**src/rtl/arty_boot_pkg.sv**
```systemverilog
// Shared types and encodings for the Arty PULPino boot/run controller.
package arty_boot_pkg;

    localparam int unsigned STATE_W = 2;

    // state_o encodings, also used by the LED decode
    localparam logic [STATE_W-1:0] ENC_WAIT_LOCK = 2'd0;
    localparam logic [STATE_W-1:0] ENC_HOLD_RST  = 2'd1;
    localparam logic [STATE_W-1:0] ENC_IDLE      = 2'd2;
    localparam logic [STATE_W-1:0] ENC_RUN       = 2'd3;

    typedef enum logic [STATE_W-1:0] {
        WAIT_LOCK = ENC_WAIT_LOCK,
        HOLD_RST  = ENC_HOLD_RST,
        IDLE      = ENC_IDLE,
        RUN       = ENC_RUN
    } state_t;

    localparam int unsigned SOFT_CNT_W = 8;

endpackage

```
**src/rtl/arty_debounce.sv**
```systemverilog
// Debouncer: output follows an already-synchronized input only after it has
// differed from the output for CYCLES consecutive cycles.
module arty_debounce #(
    parameter int unsigned CYCLES = 4
) (
    input  logic clk,
    input  logic rst_n,
    input  logic d_i,
    output logic q_o
);

    localparam int unsigned CNT_W = (CYCLES > 1) ? $clog2(CYCLES) : 1;

    logic [CNT_W-1:0] cnt;

    // Count consecutive disagreeing cycles; any agreement restarts the count
    always_ff @(posedge clk or negedge rst_n) begin
        if (!rst_n) begin
            cnt <= '0;
            q_o <= 1'b0;
        end else if (d_i == q_o) begin
            cnt <= '0;
        end else if (cnt == CNT_W'(CYCLES - 1)) begin
            cnt <= '0;
            q_o <= d_i;
        end else begin
            cnt <= cnt + CNT_W'(1);
        end
    end

endmodule

```
**src/rtl/arty_boot_ctrl.sv**
```systemverilog
// Board boot/run controller: sequences SoC reset after MMCM lock, gates
// fetch enable to a running SoC, debounces switch and soft-reset button.
module arty_boot_ctrl
    import arty_boot_pkg::*;
#(
    parameter int unsigned DEBOUNCE_CYCLES  = 50000,
    parameter int unsigned LOCK_WAIT_CYCLES = 1024,
    parameter int unsigned RST_HOLD_CYCLES  = 16
) (
    input  logic                  clk,
    input  logic                  rst_n,
    input  logic                  pll_locked_i,
    input  logic                  fetch_sw_i,
    input  logic                  soft_rst_btn_i,
    output logic                  soc_rst_no,
    output logic                  fetch_enable_o,
    output logic [STATE_W-1:0]    state_o,
    output logic [SOFT_CNT_W-1:0] soft_rst_cnt_o
);

    localparam int unsigned LOCK_W = (LOCK_WAIT_CYCLES > 1) ? $clog2(LOCK_WAIT_CYCLES) : 1;
    localparam int unsigned HOLD_W = (RST_HOLD_CYCLES > 1) ? $clog2(RST_HOLD_CYCLES) : 1;

    if (DEBOUNCE_CYCLES < 2 || LOCK_WAIT_CYCLES < 2 || RST_HOLD_CYCLES < 2) begin : g_param_check
        $error("arty_boot_ctrl: all cycle parameters must be >= 2");
    end

    logic [1:0] lock_sync;
    logic [1:0] sw_sync;
    logic [1:0] btn_sync;
    logic       lock_s;
    logic       fetch_db;
    logic       btn_db;
    logic       btn_db_q;
    logic       btn_rise;

    state_t                state;
    state_t                state_next;
    logic [LOCK_W-1:0]     lock_cnt;
    logic [LOCK_W-1:0]     lock_cnt_next;
    logic [HOLD_W-1:0]     hold_cnt;
    logic [HOLD_W-1:0]     hold_cnt_next;
    logic [SOFT_CNT_W-1:0] soft_cnt_next;
    logic                  soc_rst_n_next;
    logic                  fetch_en_next;

    // Two-flop synchronizers for the raw board inputs
    always_ff @(posedge clk or negedge rst_n) begin
        if (!rst_n) begin
            lock_sync <= '0;
            sw_sync   <= '0;
            btn_sync  <= '0;
        end else begin
            lock_sync <= {lock_sync[0], pll_locked_i};
            sw_sync   <= {sw_sync[0], fetch_sw_i};
            btn_sync  <= {btn_sync[0], soft_rst_btn_i};
        end
    end

    assign lock_s = lock_sync[1];

    arty_debounce #(
        .CYCLES (DEBOUNCE_CYCLES)
    ) u_db_fetch (
        .clk   (clk),
        .rst_n (rst_n),
        .d_i   (sw_sync[1]),
        .q_o   (fetch_db)
    );

    arty_debounce #(
        .CYCLES (DEBOUNCE_CYCLES)
    ) u_db_btn (
        .clk   (clk),
        .rst_n (rst_n),
        .d_i   (btn_sync[1]),
        .q_o   (btn_db)
    );

    // Delayed debounced button for rising-edge detection
    always_ff @(posedge clk or negedge rst_n) begin
        if (!rst_n) begin
            btn_db_q <= 1'b0;
        end else begin
            btn_db_q <= btn_db;
        end
    end

    assign btn_rise = btn_db & ~btn_db_q;

    // State, counters and outputs registered from the next-state decode
    always_ff @(posedge clk or negedge rst_n) begin
        if (!rst_n) begin
            state          <= WAIT_LOCK;
            lock_cnt       <= '0;
            hold_cnt       <= '0;
            soft_rst_cnt_o <= '0;
            soc_rst_no     <= 1'b0;
            fetch_enable_o <= 1'b0;
        end else begin
            state          <= state_next;
            lock_cnt       <= lock_cnt_next;
            hold_cnt       <= hold_cnt_next;
            soft_rst_cnt_o <= soft_cnt_next;
            soc_rst_no     <= soc_rst_n_next;
            fetch_enable_o <= fetch_en_next;
        end
    end

    // Next-state: lock loss beats soft reset beats per-state transitions
    always_comb begin
        state_next    = state;
        lock_cnt_next = lock_cnt;
        hold_cnt_next = hold_cnt;
        soft_cnt_next = soft_rst_cnt_o;

        if (state != WAIT_LOCK && !lock_s) begin
            state_next    = WAIT_LOCK;
            lock_cnt_next = '0;
        end else if (state != WAIT_LOCK && btn_rise) begin
            state_next    = HOLD_RST;
            hold_cnt_next = '0;
            if (soft_rst_cnt_o != '1) begin
                soft_cnt_next = soft_rst_cnt_o + SOFT_CNT_W'(1);
            end
        end else begin
            case (state)
                WAIT_LOCK: begin
                    if (!lock_s) begin
                        lock_cnt_next = '0;
                    end else if (lock_cnt == LOCK_W'(LOCK_WAIT_CYCLES - 1)) begin
                        state_next    = HOLD_RST;
                        hold_cnt_next = '0;
                    end else begin
                        lock_cnt_next = lock_cnt + LOCK_W'(1);
                    end
                end
                HOLD_RST: begin
                    if (hold_cnt == HOLD_W'(RST_HOLD_CYCLES - 1)) begin
                        state_next = IDLE;
                    end else begin
                        hold_cnt_next = hold_cnt + HOLD_W'(1);
                    end
                end
                IDLE: begin
                    if (fetch_db) begin
                        state_next = RUN;
                    end
                end
                RUN: begin
                    if (!fetch_db) begin
                        state_next = IDLE;
                    end
                end
                default: begin
                    state_next    = WAIT_LOCK;
                    lock_cnt_next = '0;
                end
            endcase
        end

        soc_rst_n_next = (state_next == IDLE) || (state_next == RUN);
        fetch_en_next  = (state_next == RUN);
    end

    assign state_o = state;

endmodule
```
**config.mk**
```make
export PLATFORM = sky130hd
export DESIGN_NAME = arty_boot_ctrl
export DESIGN_NICKNAME = d
export VERILOG_FILES = /design/src/rtl/arty_boot_pkg.sv /design/src/rtl/arty_debounce.sv /design/src/rtl/arty_boot_ctrl.sv
export SDC_FILE = /design/constraint.sdc
export NUM_CORES = 1
export LEC_CHECK = 0
export CAP_MARGIN = 20
export CELL_PAD_IN_SITES_DETAIL_PLACEMENT = 0
export CELL_PAD_IN_SITES_GLOBAL_PLACEMENT = 1
export CORE_MARGIN = 5
export CORE_UTILIZATION = 30
export DETAILED_ROUTE_END_ITERATION = 16
export GPL_TIMING_DRIVEN = 1
export PLACE_DENSITY = 0.57
export SYNTH_ARGS = -nofsm -noshare
export SYNTH_HDL_FRONTEND = slang
export SYNTH_SLANG_ARGS = --single-unit
```
**constraint.sdc**
```tcl
create_clock -name clk -period 1.5 [get_ports clk]
set_input_delay 0.15 -clock clk [delete_from_list [all_inputs] [get_ports clk]]
set_output_delay 0.15 -clock clk [all_outputs]
set_load 0.005 [all_outputs]
```
# Yosys cells after proc, flatten, opt, wreduce, memory -nomap -nowiden
# Index checks and enable logic that the tools add are counted.
# op_classes
n_bitwise,5
eq_ne,17
add_sub_neg,5
reduce_logical,13
mux,22
# op_table
operator,n
two-way mux 16 bit,4
two-way mux 10 bit,5
adder 16 x 1 -> 16 bit (second input constant),2
== test 16 bit (second input constant),2
two-way mux 4 bit,4
two-way mux 2 bit,7
!= test 3 bit (second input constant),4
adder 10 x 1 -> 10 bit (second input constant),1
== test 10 bit (second input constant),1
adder 8 x 1 -> 8 bit (second input constant),1
== test 2 bit (second input constant),4
!= test 8 bit (second input constant),1
one-hot mux 2 bit (4 select lines),1
one-hot mux 4 bit (2 select lines),1
AND reduction 3 bit,2
AND reduction 5 bit,1
adder 4 x 1 -> 4 bit (second input constant),1
== test 4 bit (second input constant),1
NOT 1 bit,4
AND reduction 2 bit,2
nonzero test 2 bit,2
nonzero test 3 bit,1
== test 1 bit,2
== test 2 x 1 -> 1 bit (second input constant),1
6 further kinds,7
# word_totals
elab_cells,76
ff_bits,67
input_bits,5
out_inout_bits,12

# Depth between registers and ports, before layout
# logic_depth
word_depth,8
ltp_mapped,6
depth_no_buf,5

# Hierarchy
# Synthesis repeated with hierarchy kept, for this count alone.
# hier_totals
cells_unflattened,300
area_unflattened_um2,3193.1
# by_module_without_submodules
module,seq_area_each_um2,cells_per_inst,area_per_inst_um2,instances
arty_debounce,425.4,82,845.8,2
arty_boot_ctrl,825.8,136,1501.4,1

# Least setup slack after synthesis
# Ideal clock, no wire load.
# synth_timing
path_type,reg-to-reg
from,register u_db_fetch.cnt[5]
to,register u_db_fetch.cnt[15]
period_less_slack_ps,1612
arrival_ps,1534
n_path_buf,0
t_required_ps,1422
slack_ps,-112
stages_incl_launch_ff,5
setup_ps,78
path_cell_list,dfrtp_1 nand3_2 or4_4 or3_1 a21oi_1
# synth_between
elab_chain_cells,3
word_cells_on_any_way,4
classes_between,add/sub (1); eq/ne (1); mux (2)
# synth_lines
element,line_no,text
"start, declared",arty_debounce.sv:14,logic [CNT_W-1:0] cnt;
"start signal, assigned",arty_debounce.sv:27,cnt <= cnt + CNT_W'(1);
adder 16 x 1 -> 16 bit / == test 16 bit (equally long branches),"arty_debounce.sv:27, arty_debounce.sv:23",
two-way mux 16 bit *,arty_debounce.sv:23,end else if (cnt == CNT_W'(CYCLES - 1)) begin
two-way mux 16 bit *,arty_debounce.sv:21,end else if (d_i == q_o) begin
# Mark *: on every way between the ends. The rest lies on a longest branch, timed or not.
# A chain may end at the register's enable or synchronous reset.

# Worst setup path in the final report
# layout_timing
from,register u_db_btn.cnt[11]
to,register u_db_btn.cnt[6]
# layout_between
elab_chain_cells,3
# layout_lines
element,line_no
"start, declared",arty_debounce.sv:14
"start signal, assigned",arty_debounce.sv:27
== test 16 bit,arty_debounce.sv:23
two-way mux 16 bit,arty_debounce.sv:23
two-way mux 16 bit,arty_debounce.sv:21
# Every way passes these cells.

==> flow_metrics.env <==
export IMPL_grt_util_met2=0.197
export IMPL_cts_max_path_buffers=2
export IMPL_power_switching_uw=795
export IMPL_cts_made_buffers=9
export IMPL_fraction_of_layout_instances_using_a_drive_strength_above_1=0.430
export IMPL_largest_net_degree_at_the_start_of_global_routing=38
export IMPL_htree_num_levels=3
export IMPL_synth_main_ff_cell="sky130_fd_sc_hd__dfrtp_1"
export IMPL_synth_top_family_by_area="simple AND/OR/NAND/NOR gates"
export IMPL_regToRegStartpoint="u_db_btn.cnt[11]"
export IMPL_max_slew_margin_rel=0.724
export IMPL_kind_of_critical_path="reg -> reg"
export IMPL_p_r_area_growth_vs_syn_pct=50.6
export IMPL_gr_max_usage_layer="met2"
export IMPL_drtIter0Drc=64
export IMPL_grt_first_pass_wirelength_mm=12.4
export IMPL_clkSlewWorstSetupHoldPaths_ns=0.07
export IMPL_setup_viol=19
export IMPL_ys_seq_elements=67
export IMPL_io_buffers=16
export IMPL_ant_nets=0
export IMPL_cts_root_buffer="sky130_fd_sc_hd__clkbuf_8"
export IMPL_layout_core_utilization=0.461
export IMPL_drt_wirelength_per_cell_um=13.3
export IMPL_most_frequent_cells_after_synthesis="67 x sky130_fd_sc_hd__dfrtp_1, 37 x sky130_fd_sc_hd__nor2_1, 27 x sky130_fd_sc_hd__xnor2_1"
export IMPL_synth_mux_area_fraction=0.0274
export IMPL_yosysSeqAreaShare=0.533
export IMPL_fin_crit_ns=1.53
export IMPL_synth_top_cell_area_share=0.533
export IMPL_synth_edf_count=0
export IMPL_critPathArrivalTime_ns=1.76
export IMPL_antennaDiodeCount=0
export IMPL_startpoint_type="flip-flop"
export IMPL_floorplan_die_area_sq_um=12600
export IMPL_synth_lib_cells_used_distinct=39
export IMPL_share_clk_of_total_power=0.414
export IMPL_ys_async_sr_fraction=1.00
export IMPL_synth_simple_area_share=0.248
export IMPL_seq_power_share=0.531
export IMPL_fin_crit_sh=1.02
export IMPL_grt_antenna_before_repair=0
export IMPL_combinationalPowerShare=0.054
export IMPL_die_h_um=112
export IMPL_min_delay_start="soft_rst_btn_i"
export IMPL_mean_cell_area_of_the_mapped_netlist_sq_um=10.5
export IMPL_vdd_ir_drop_worst_v=0.000401
export IMPL_initial_utilization=0.306
export IMPL_post_synth_inst_count=301
export IMPL_use_met3=0.0334
export IMPL_drt_pass1_iterations=4
export IMPL_gp_routability_congestion=0.748
export IMPL_synth_top_cells_by_area="sky130_fd_sc_hd__dfrtp_1 53%, sky130_fd_sc_hd__xnor2_1 7.5%, sky130_fd_sc_hd__nor2_1 4.4%"
export IMPL_first_global_vias=2666
export IMPL_synth_nets=311
export IMPL_yosysWarningCount=0
export IMPL_power_density_cell_area_nw_per_um2=738
export IMPL_core_area_sq_um=10300
export IMPL_finClkSkew_ns=0.00907
export IMPL_synth_compound_area_share=0.0625
export IMPL_grt_met1_usage=0.150
export IMPL_timing_worst_slew_pin_value_ns=0.415
export IMPL_violated_checks="setup timing"
export IMPL_numClockSinks=67
export IMPL_power_report_internal_total_uw=2700
export IMPL_dieWidth_um=112
export IMPL_netSwitchingFraction=0.228
export IMPL_track_usage=0.120
export IMPL_placed_cells_incl_taps=511
export IMPL_result_of_the_run="finished with violations"
export IMPL_top_level_ports=17
export IMPL_timing_hold_worst_class="in -> reg"
export IMPL_nNetsFinal=419
export IMPL_synthAdderAreaFrac=0.0199
export IMPL_power_total_uw=3500
export IMPL_timing_critical_path_from="u_db_btn.cnt[11]"
export IMPL_tritoncts="yes"
export IMPL_timing_critical_path_to_type="flip-flop"
export IMPL_post_synth_instance_area_sq_um=3150
export IMPL_finalHoldViolCount=0
export IMPL_finalWorstSetupSlack_ns=-0.0334
export IMPL_hpwlAfterDp_mm=5.01
export IMPL_critical_path_peak_fanout=8
export IMPL_num_rows=37
export IMPL_grt_setup_unrepaired="true"
export IMPL_grt_overflow_total=0
export IMPL_timing_max_transition_violations_final=0
export IMPL_vias=2587
export IMPL_cellLeakagePower_uw=0.00200
export IMPL_f_max_mhz=652
export IMPL_post_route_setup_tns_ns=-0.335
export IMPL_layoutNonFillerInstCount=550
export IMPL_synthMostInstantiatedCell="sky130_fd_sc_hd__dfrtp_1"
export IMPL_synth_area_leader_cell="sky130_fd_sc_hd__dfrtp_1"
export IMPL_synth_xor_area_frac=0.0975
export IMPL_crit_required_ns=1.72
export IMPL_drt_drc_violations_left=0
export IMPL_skew_pair_late_insertion_delay_ns=0.34
export IMPL_dp_worst_setup_slack_ns=-0.0906
export IMPL_cap_violations=0
export IMPL_fillCellCount=996
export IMPL_route_final_wire_length_mm=7.30
export IMPL_viasPerCell=4.70
routing by layer:
metal | wire length, um | vias to the layer above
li1 | - | 1283
met1 | 3360 | 1279
met2 | 3670 | 16
met5 | 0 | -
met3 | 177 | 9
met4 | 104 | 0
sequential cells by signal, summed over array words and instances (netlist names), 2 cells and up:
register	count
lock_cnt	10
lock_sync	2
u_db_fetch.cnt	16
u_db_btn.cnt	16
sw_sync	2
state_o	2
soft_rst_cnt_o	8
hold_cnt	4
btn_sync	2
worst max-delay path: stages, from the launching register on:
cell                      delay [ns]
sky130_fd_sc_hd__dfrtp_1        0.42
sky130_fd_sc_hd__buf_6          0.14
sky130_fd_sc_hd__nor4b_4        0.26
sky130_fd_sc_hd__nand4_1        0.21
sky130_fd_sc_hd__nand2_2        0.17
sky130_fd_sc_hd__buf_8          0.17
sky130_fd_sc_hd__nor2_1         0.05
layout by cell type, fill, tap and decap left out, types with 8 or more instances in the layout:
master / n
sky130_fd_sc_hd__buf_4: 70
sky130_fd_sc_hd__dfrtp_1: 61
sky130_fd_sc_hd__xnor2_1: 27
sky130_fd_sc_hd__nor2_1: 19
sky130_fd_sc_hd__nand2_1: 15
sky130_fd_sc_hd__clkbuf_8: 13
sky130_fd_sc_hd__nand4_1: 12
sky130_fd_sc_hd__nand3_1: 12
sky130_fd_sc_hd__nor2_2: 10
sky130_fd_sc_hd__clkdlybuf4s50_1: 10
sky130_fd_sc_hd__buf_6: 10
sky130_fd_sc_hd__and3_1: 9
sky130_fd_sc_hd__nor2_4: 9
sky130_fd_sc_hd__xor2_1: 8
through the flow:
| step | hold WS, ns | cell area, sq um |
|---|---|---|
| 3_5_place_dp | 0.111 | 3960 |
| 4_1_cts | 0.228 | 4260 |
| 5_1_grt | 0.228 | 4740 |
| 6_report | 0.245 | 4740 |
| 2_1_floorplan | -0.146 | 3180 |
| 3_3_place_gp | 0.108 | 3960 |
power groups by stage:
stage                     sequential [uW]  clock [uW]  combinational (uW)
after floorplan                      1880           0                55.0
after global placement               1880           0                 160
after detailed placement             1890           0                 160
after CTS                            1850        1510                 169
after global routing                 1860        1610                 217
final                                1860        1450                 190
final timing paths:
kind / endpoint / slack [ns] / depth (start not counted)
worst max-delay path: u_db_btn.cnt[6] / -0.03 / 6
worst min-delay path: btn_sync[0] / 0.25 / 1
worst max register to register: u_db_btn.cnt[6] / -0.03 / 6
worst min register to register: btn_sync[1] / 0.35 / 0
max in group asynchronous: soft_rst_cnt_o[5] / 0.65 / 3
min in group asynchronous: hold_cnt[1] / 0.27 / 2
area by class of cell:
| class | count | area, sq um | share of cell area |
|---|---|---|---|
| Inverter | 6 | 22.5 | 0.00475 |
| Sequential cell | 67 | 1680 | 0.355 |
| Multi-Input combinational cell | 224 | 1800 | 0.380 |
| Clock inverter | 1 | 5.00 | 0.00106 |
| Clock buffer | 15 | 186 | 0.0393 |
| Tap cell | 136 | 170 | 0.0359 |
| Timing Repair Buffer | 101 | 870 | 0.184 |
logic make-up (layout without fill, tap and decap cells):
logic type	Yosys count	after routing
and+or+nand+nor	145	145
DFF	67	67
xor gates and xnor gates	35	35
AOI/OAI and AO/OA	31	31
buffers and inverters	10	123
muxes	8	8
adders and majority gates	5	5
repair_timing:
| item | CTS | global route |
|---|---|---|
| pin swaps | 11 | 34 |
| hold buffers | 1 | 0 |
| hold endpoints to repair | 14 | 0 |
| setup buffers | 5 | 18 |
| setup endpoints to repair | 16 | 50 |
| gates resized for setup | 18 | 88 |
Power figures use the tool's default switching activity.
